`config.mk`:
```
export PLATFORM = sky130hd
export DESIGN_NAME = wb_port_arbiter
export DESIGN_NICKNAME = d
export VERILOG_FILES = /design/src/rtl/wb_arb_pkg.sv /design/src/rtl/wb_sec_fifo.sv /design/src/rtl/wb_port_arbiter.sv
export SDC_FILE = /design/constraint.sdc
export NUM_CORES = 1
export LEC_CHECK = 0
export ABC_AREA = 0
export CAP_MARGIN = 20
export CORE_MARGIN = 8
export CORE_UTILIZATION = 57
export DETAILED_ROUTE_END_ITERATION = 10
export HOLD_SLACK_MARGIN = 0.08
export PLACE_DENSITY_LB_ADDON = 0.25
export SLEW_MARGIN = 20
export SYNTH_ARGS = -nofsm -noshare
export SYNTH_HDL_FRONTEND = slang
export SYNTH_SLANG_ARGS = --single-unit
```
`constraint.sdc`:
```
create_clock -name clk -period 6.05 [get_ports clk]
set_input_delay 0.9075 -clock clk [delete_from_list [all_inputs] [get_ports clk]]
set_output_delay 0.9075 -clock clk [all_outputs]
set_load 0.1 [all_outputs]
```
`src/rtl/wb_arb_pkg.sv`:
```
// Shared types and helpers for the register-file write-port arbiter.
//   wb_req_t : one register-file write {rns, addr, data} at the default configuration
//   grant_e  : which requester owns the write port this cycle
//   clog2    : ceiling log2 for sizing counters and pointers
package wb_arb_pkg;

    localparam int unsigned WB_ADDR_W = 4;
    localparam int unsigned WB_DATA_W = 8;

    typedef struct packed {
        logic                 rns;
        logic [WB_ADDR_W-1:0] addr;
        logic [WB_DATA_W-1:0] data;
    } wb_req_t;

    typedef enum logic [1:0] {
        GRANT_NONE = 2'd0,
        GRANT_PL   = 2'd1,
        GRANT_SEC  = 2'd2
    } grant_e;

    function automatic int unsigned clog2(input int unsigned n);
        int unsigned r;
        r = 0;
        while ((64'd1 << r) < 64'(n)) begin
            r = r + 1;
        end
        return r;
    endfunction

endpackage

```
`src/rtl/wb_sec_fifo.sv`:
```
// Synchronous FIFO with occupancy count for buffered secondary writes.
//   clk, reset   : clock, synchronous active-low reset (clears pointers and count)
//   push, wdata  : write an entry (caller never pushes when full)
//   pop, rdata   : rdata is the current head; pop advances it (caller never pops when empty)
//   count        : current occupancy, 0..DEPTH
module wb_sec_fifo
    import wb_arb_pkg::*;
#(
    parameter int unsigned WIDTH = 8,
    parameter int unsigned DEPTH = 4
) (
    input  logic                    clk,
    input  logic                    reset,
    input  logic                    push,
    input  logic                    pop,
    input  logic [WIDTH-1:0]        wdata,
    output logic [WIDTH-1:0]        rdata,
    output logic [clog2(DEPTH):0]   count
);

    localparam int unsigned PTR_W = clog2(DEPTH);
    localparam int unsigned CNT_W = PTR_W + 1;

    logic [WIDTH-1:0] mem [DEPTH];
    logic [PTR_W-1:0] wr_ptr;
    logic [PTR_W-1:0] rd_ptr;

    assign rdata = mem[rd_ptr];

    // Storage carries no reset; validity is tracked by the pointers and count.
    always_ff @(posedge clk) begin
        if (reset && push) begin
            mem[wr_ptr] <= wdata;
        end
    end

    // Pointers wrap naturally because DEPTH is a power of two.
    always_ff @(posedge clk) begin
        if (!reset) begin
            wr_ptr <= '0;
            rd_ptr <= '0;
            count  <= '0;
        end else begin
            if (push) begin
                wr_ptr <= wr_ptr + PTR_W'(1);
            end
            if (pop) begin
                rd_ptr <= rd_ptr + PTR_W'(1);
            end
            count <= count + CNT_W'(push) - CNT_W'(pop);
        end
    end

endmodule

```
`src/rtl/wb_port_arbiter.sv`:
```
// Shares the register-file write port between the pipeline writeback stage and a
// FIFO-buffered secondary producer. The pipeline wins by default; the FIFO drains
// into idle slots, and a wait counter forces a one-cycle pipeline stall so the
// FIFO head is never starved for more than MAX_WAIT cycles.
//   clk, reset                : clock, synchronous active-low reset
//   pl_wr_*                   : pipeline write request
//   stall_pl                  : pipeline must hold and re-present its writeback
//   sec_valid/sec_ready/sec_* : secondary write handshake into the FIFO
//   rf_wr_*                   : registered register-file write port
//   fifo_count                : secondary FIFO occupancy
module wb_port_arbiter
    import wb_arb_pkg::*;
#(
    parameter int unsigned NUM_DOMAINS  = 1,
    parameter int unsigned REG_ADDR_WID = 4,
    parameter int unsigned FIFO_DEPTH   = 4,
    parameter int unsigned MAX_WAIT     = 8
) (
    input  logic                          clk,
    input  logic                          reset,
    input  logic                          pl_wr_en,
    input  logic                          pl_wr_rns,
    input  logic [REG_ADDR_WID-1:0]       pl_wr_addr,
    input  logic [NUM_DOMAINS*8-1:0]      pl_wr_data,
    output logic                          stall_pl,
    input  logic                          sec_valid,
    output logic                          sec_ready,
    input  logic                          sec_rns,
    input  logic [REG_ADDR_WID-1:0]       sec_addr,
    input  logic [NUM_DOMAINS*8-1:0]      sec_data,
    output logic                          rf_wr_en,
    output logic                          rf_wr_rns,
    output logic [REG_ADDR_WID-1:0]       rf_wr_addr,
    output logic [NUM_DOMAINS*8-1:0]      rf_wr_data,
    output logic [clog2(FIFO_DEPTH):0]    fifo_count
);

    localparam int unsigned DATA_W = NUM_DOMAINS * 8;
    localparam int unsigned CNT_W  = clog2(FIFO_DEPTH) + 1;
    localparam int unsigned WAIT_W = clog2(MAX_WAIT + 1);

    // Same layout as wb_req_t, sized by this instance's parameters.
    typedef struct packed {
        logic                    rns;
        logic [REG_ADDR_WID-1:0] addr;
        logic [DATA_W-1:0]       data;
    } req_t;

    req_t              sec_req;
    req_t              head;
    grant_e            grant_c;
    logic              push_c;
    logic              pop_c;
    logic              fifo_empty_c;
    logic [WAIT_W-1:0] wait_cnt;

    assign sec_req      = '{rns: sec_rns, addr: sec_addr, data: sec_data};
    assign fifo_empty_c = (fifo_count == '0);

    // Ready uses the pre-pop count, so a full FIFO refuses even when its head drains.
    assign sec_ready = reset && (fifo_count != CNT_W'(FIFO_DEPTH));
    assign stall_pl  = !fifo_empty_c && (wait_cnt == WAIT_W'(MAX_WAIT));
    assign push_c    = sec_valid && sec_ready;
    assign pop_c     = (grant_c == GRANT_SEC);

    wb_sec_fifo #(
        .WIDTH (1 + REG_ADDR_WID + DATA_W),
        .DEPTH (FIFO_DEPTH)
    ) u_fifo (
        .clk   (clk),
        .reset (reset),
        .push  (push_c),
        .pop   (pop_c),
        .wdata (sec_req),
        .rdata (head),
        .count (fifo_count)
    );

    // Grant priority: forced drain, then pipeline, then opportunistic drain.
    always_comb begin
        grant_c = GRANT_NONE;
        if (stall_pl) begin
            grant_c = GRANT_SEC;
        end else if (pl_wr_en) begin
            grant_c = GRANT_PL;
        end else if (!fifo_empty_c) begin
            grant_c = GRANT_SEC;
        end
    end

    // Cycles the current head has waited without a grant, saturating.
    always_ff @(posedge clk) begin
        if (!reset) begin
            wait_cnt <= '0;
        end else if (pop_c || fifo_empty_c) begin
            wait_cnt <= '0;
        end else if (wait_cnt != WAIT_W'(MAX_WAIT)) begin
            wait_cnt <= wait_cnt + WAIT_W'(1);
        end
    end

    // Write-port register; payload fields hold on idle cycles.
    always_ff @(posedge clk) begin
        if (!reset) begin
            rf_wr_en   <= 1'b0;
            rf_wr_rns  <= 1'b0;
            rf_wr_addr <= '0;
            rf_wr_data <= '0;
        end else begin
            rf_wr_en <= (grant_c != GRANT_NONE);
            case (grant_c)
                GRANT_PL: begin
                    rf_wr_rns  <= pl_wr_rns;
                    rf_wr_addr <= pl_wr_addr;
                    rf_wr_data <= pl_wr_data;
                end
                GRANT_SEC: begin
                    rf_wr_rns  <= head.rns;
                    rf_wr_addr <= head.addr;
                    rf_wr_data <= head.data;
                end
                default: begin
                end
            endcase
        end
    end

endmodule

```
# Word level (Yosys, flattened, before mapping)
# Memory sizes are Yosys's and may differ from the RTL's. A register that Yosys moved wholly into a read port is not among the register bits.
# Index checks and enable logic that the tools add are counted.
# word_totals
n_memories	1
register_bits	25
ramBits	52
output_inout_bits	19
elab_cells	40
in_bits	30
# memory_table
memory	words	word_bits	read_ports	rd_ports_with_merged_regs	wr	line	source
u_fifo.mem	4	13	1	1	1	wb_sec_fifo.sv:24	logic [WIDTH-1:0] mem [DEPTH];
# classes
eq_ne	5
n_bitwise	1
addsub	5
n_reduce_logical	10
n_mux	10
# op_table
op	count
8-bit one-hot mux with 2 select lines	1
2-bit two-way mux	5
4-bit one-hot mux with 2 select lines	1
2-bit by 1-bit adder with 2-bit output, second input constant	2
4-bit by 1-bit adder with 4-bit output, second input constant	1
4-bit equality test, second input constant	1
1-bit logical AND	4
4-bit != test, second input constant	1
2-bit nonzero test	2
3-bit by 1-bit adder with 3-bit output	1
3-bit logical NOT	1
3-bit != test, second input constant	1
3-bit by 1-bit subtractor with 3-bit output	1
2-bit by 1-bit equality test with 1-bit output, second input constant	1
2-bit equality test, second input constant	1
1-bit two-way mux	2
1-bit one-hot mux with 2 select lines	1
2-bit OR reduction	1
1-bit logical NOT	1
1-bit logical OR	1
1-bit inverter	1

# Longest topological paths before layout
# logic_depth
depth_word	7
ltp_mapped	12
mapped_depth_nobuf	12

# Hierarchy
# A second synthesis with hierarchy kept.
# hier_totals
cells_unflattened	211
area_unflattened_um2	3233.1
# modules_own_cells
module	seq_area_each_um2	instances	cells_each	area_each_um2
wb_sec_fifo	1741.7	1	108	2313.5
wb_port_arbiter	360.3	1	103	919.6

# Worst setup path before layout
# No wires, ideal clock.
# synth_path
kind	register -> output
from	register u_fifo.count[1]
to	output sec_ready
n_path_buf	0
required_ps	5142
arrival_time_ps	2781
path_slack_ps	2362
path_stages_with_launch	3
path_cell_list	dfxtp_1 > nor2_1 > a21oi_1
# synth_between
elab_chain_len	2
# synth_lines
item	line	source
start, declared	wb_sec_fifo.sv:18	output logic [clog2(DEPTH):0] count
start signal, assigned	wb_sec_fifo.sv:50	count <= count + CNT_W'(push) - CNT_W'(pop);
3-bit != test	wb_port_arbiter.sv:61	assign sec_ready = reset && (fifo_count != CNT_W'(FIFO_DEPTH));
1-bit logical AND	wb_port_arbiter.sv:61	
end, declared	wb_port_arbiter.sv:27	output logic sec_ready,
# No other way between the ends.

# Final worst setup path
# layout_path
from	input reset
to	output sec_ready
# layout_between
elab_chain_len	1
# layout_lines
item	line	source
start, declared	wb_port_arbiter.sv:20	input logic reset,
1-bit logical AND	wb_port_arbiter.sv:61	
# No other way between the ends.

==> results.sh <==
export IMPL_status="finished, final reports clean"
export IMPL_clkSinkCount=79
export IMPL_dr_pass1_iters=5
export IMPL_rsz0062_at_grt="false"
export IMPL_crit_required_ps=5140
export IMPL_drc_errors=0
export IMPL_totalWireLength_mm=5.97
export IMPL_slew_headroom_pct=32.5
export IMPL_timing_fmax_ghz=0.233
export IMPL_cts_buffers=9
export IMPL_place_ws_ps=1760
export IMPL_clk_path_buf_depth=2
export IMPL_crit_type="primary input to output pin"
export IMPL_p_total_mw=1.65
export IMPL_num_rows=27
export IMPL_syn_mean_instance_area_um2=16.6
export IMPL_cts_tree="done"
export IMPL_grt_start_max_net_pins=23
export IMPL_skew_ps=9.10
export IMPL_startpoint_type="primary input"
export IMPL_start_util_pct=57.6
export IMPL_drive_gt1_share_pct=10.6
export IMPL_antenna_found_initial=0
export IMPL_drv_slew=0
export IMPL_fp_dieH_um=89.9
export IMPL_min_to="wait_cnt[0]"
export IMPL_period_minus_slack_ps=4300
export IMPL_seq_area_um2=2100
export IMPL_ir_drop_uv=239
export IMPL_yosysSeqAreaShare_pct=67.6
export IMPL_fin_crit_sh_pct=71.1
export IMPL_synth_area_top_cells="edfxtp_1 50%, dfxtp_1 17%, mux4_1 5.9%"
export IMPL_viasPerCell=5.56
export IMPL_clk_pin_slew_worst_paths_ps=80
export IMPL_synth_fp_nets=227
export IMPL_fin_ws_ps=1750
export IMPL_clock_latency_ps=350
export IMPL_port_buffers=48
export IMPL_die_area_um2=8080
export IMPL_cts_root_buf="clkbuf_8"
export IMPL_hold_class="flop to flop"
export IMPL_route_vias_total=1761
export IMPL_nets=279
export IMPL_cts_setup_buffers=0
export IMPL_multiInputGateArea_um2=937
export IMPL_die_w_um=89.9
export IMPL_reg2reg_from="wait_cnt[0]"
export IMPL_drtAntennaViolNets=0
export IMPL_synth_seq_cells=79
export IMPL_routedWlPerCell_um=18.8
export IMPL_yosys_area_top_type="edfxtp_1"
export IMPL_syn2layout_area_growth_pct=24.6
export IMPL_worstPathArrival_ps=3390
export IMPL_cap_violations=0
export IMPL_first_iter_violations=123
export IMPL_cp_end_kind="output pin"
export IMPL_p_leak_nw=1.40
export IMPL_diodes=0
export IMPL_place_hpwl_mm=3.89
export IMPL_fp_coreArea_um2=5410
export IMPL_htreeDepth=3
export IMPL_nFillCells=378
export IMPL_grtUsageTotal_pct=15.4
export IMPL_overflow=0
export IMPL_grt_pass1_vias=1918
export IMPL_regToRegSetupSlack_ps=3480
export IMPL_min_from="wait_cnt[0]"
export IMPL_worst_slew_pin_slew_ps=1010
export IMPL_synth_area_um2=3110
export IMPL_grt_pass1_wl_mm=9.69
export IMPL_yosysWarnings=0
export IMPL_cts_hold_fix_buffers=0
export IMPL_whs_path_depth=1
export IMPL_powerDensity_nw_per_um2=426
export IMPL_boundaryPins=49
export IMPL_tns_ps=0
export IMPL_gp_congestion=0.690
export IMPL_r2r_worst_path_cells=12
export IMPL_cts_resized=0
export IMPL_reg2reg_to="u_fifo.count[2]"
export IMPL_crit_fanout=22
export IMPL_synth_cells=188
export IMPL_hold_viol=0
export IMPL_ys_types=30
export IMPL_yosysTopAreaCellShare_pct=50.2
export IMPL_report_final_setup_viol=0
[Yosys cell counts (all sizes together)]
cell    number
nand2b       1
fa           1
a211oi       3
xnor2        1
buf          4
a221o       13
nand2        6
edfxtp      52
o21ba        1
mux2i        5
mux4        13
nor4         1
xor2         2
clkbuf       3
nor3         2
or3b         1
inv         12
nor2         9
and2         6
and3        13
a21oi        2
dfxtp       27
nand3        1
nand3b       1
ha           8
[how the worst max path moves through the flow]
| stage | end | startpoint | slack [ps] |
|---|---|---|---|
| floorplan | sec_ready | u_fifo.count[1] | 2360 |
| global placement | sec_ready | reset | 1770 |
| detailed placement | sec_ready | reset | 1760 |
| CTS | sec_ready | reset | 1750 |
| global route | sec_ready | reset | 1590 |
| finish | sec_ready | reset | 1750 |
[metal layers]
metal	vias to the layer above	share of wire [%]	track usage (%)
met4	0	1.3	6.52
li1	835	-	-
met5	-	0	0
met2	53	50	25.0
met1	864	44	18.4
met3	9	5.5	4.99
[final cells by class]
| class | count | share of cell area, % |
|---|---|---|
| flip-flops and latches | 79 | 54.2 |
| clock inverters | 5 | 2.10 |
| inverters | 12 | 1.16 |
| clock buffers | 11 | 3.65 |
| multi-input cells | 90 | 24.2 |
| repair buffers | 48 | 12.4 |
| well taps | 72 | 2.32 |
[logic make-up (layout without fill, tap and decap cells)]
| kind of cell | after synthesis | after routing | synth area share, % |
|---|---|---|---|
| flip-flops | 79 | 79 | 67.6 |
| AND/OR/NAND/NOR | 41 | 41 | 7.40 |
| AO/OA/AOI/OAI | 19 | 19 | 5.87 |
| buffers and inverters | 19 | 76 | 2.61 |
| multiplexers | 18 | 18 | 11.9 |
| adder cells (fa/ha/maj) | 9 | 9 | 3.86 |
| XOR/XNOR | 3 | 3 | 0.845 |
[placed cells by master, fill, tap and decap left out, types with 5 or more instances in the layout]
| cell type | netlist | layout |
|---|---|---|
| clkbuf_8 | 0 | 10 |
| ha_1 | 8 | 8 |
| clkdlybuf4s50_1 | 0 | 48 |
| dfxtp_1 | 27 | 27 |
| nor2_1 | 9 | 9 |
| and3_1 | 13 | 13 |
| mux4_1 | 7 | 7 |
| mux4_2 | 6 | 6 |
| a221o_1 | 13 | 13 |
| inv_1 | 12 | 12 |
| edfxtp_1 | 52 | 52 |
| nand2_1 | 6 | 6 |
| and2_1 | 6 | 6 |
| mux2i_1 | 5 | 5 |
[per-stage QoR]
stage / instance area (um2) / hold WS [ps] / instances / util (%)
after floorplan: 3110 / 430 / 188 / -
after global placement: 3650 / 447 / 301 / 67.5
after detailed placement: 3650 / 456 / 301 / 67.5
after CTS: 3870 / 478 / 317 / 71.6
after global routing: 3880 / 493 / 317 / 71.7
final: 3880 / 472 / 317 / 71.7
[sequential cells by signal (all words and copies together), names as in the netlist, named ones only]
register       count
rf_wr_addr         4
rf_wr_data         8
rf_wr_en           1
rf_wr_rns          1
u_fifo.count       3
u_fifo.mem        52
u_fifo.rd_ptr      2
u_fifo.wr_ptr      2
wait_cnt           4
[power by group]
group / total [mW] / internal, mW / switching (mW) / leakage [nW]
clock: 0.428 / 0.244 / 0.184 / 0.110
sequential: 0.709 / 0.644 / 0.0652 / 0.694
combinational: 0.516 / 0.173 / 0.343 / 0.600
[worst max-delay path, cell delays in order]
cell and delay (ps):
clkdlybuf4s50_1 900, inv_1 250, a21oi_1 170, clkdlybuf4s50_1 1150
No activity file was read; power rests on OpenSTA's default activity.
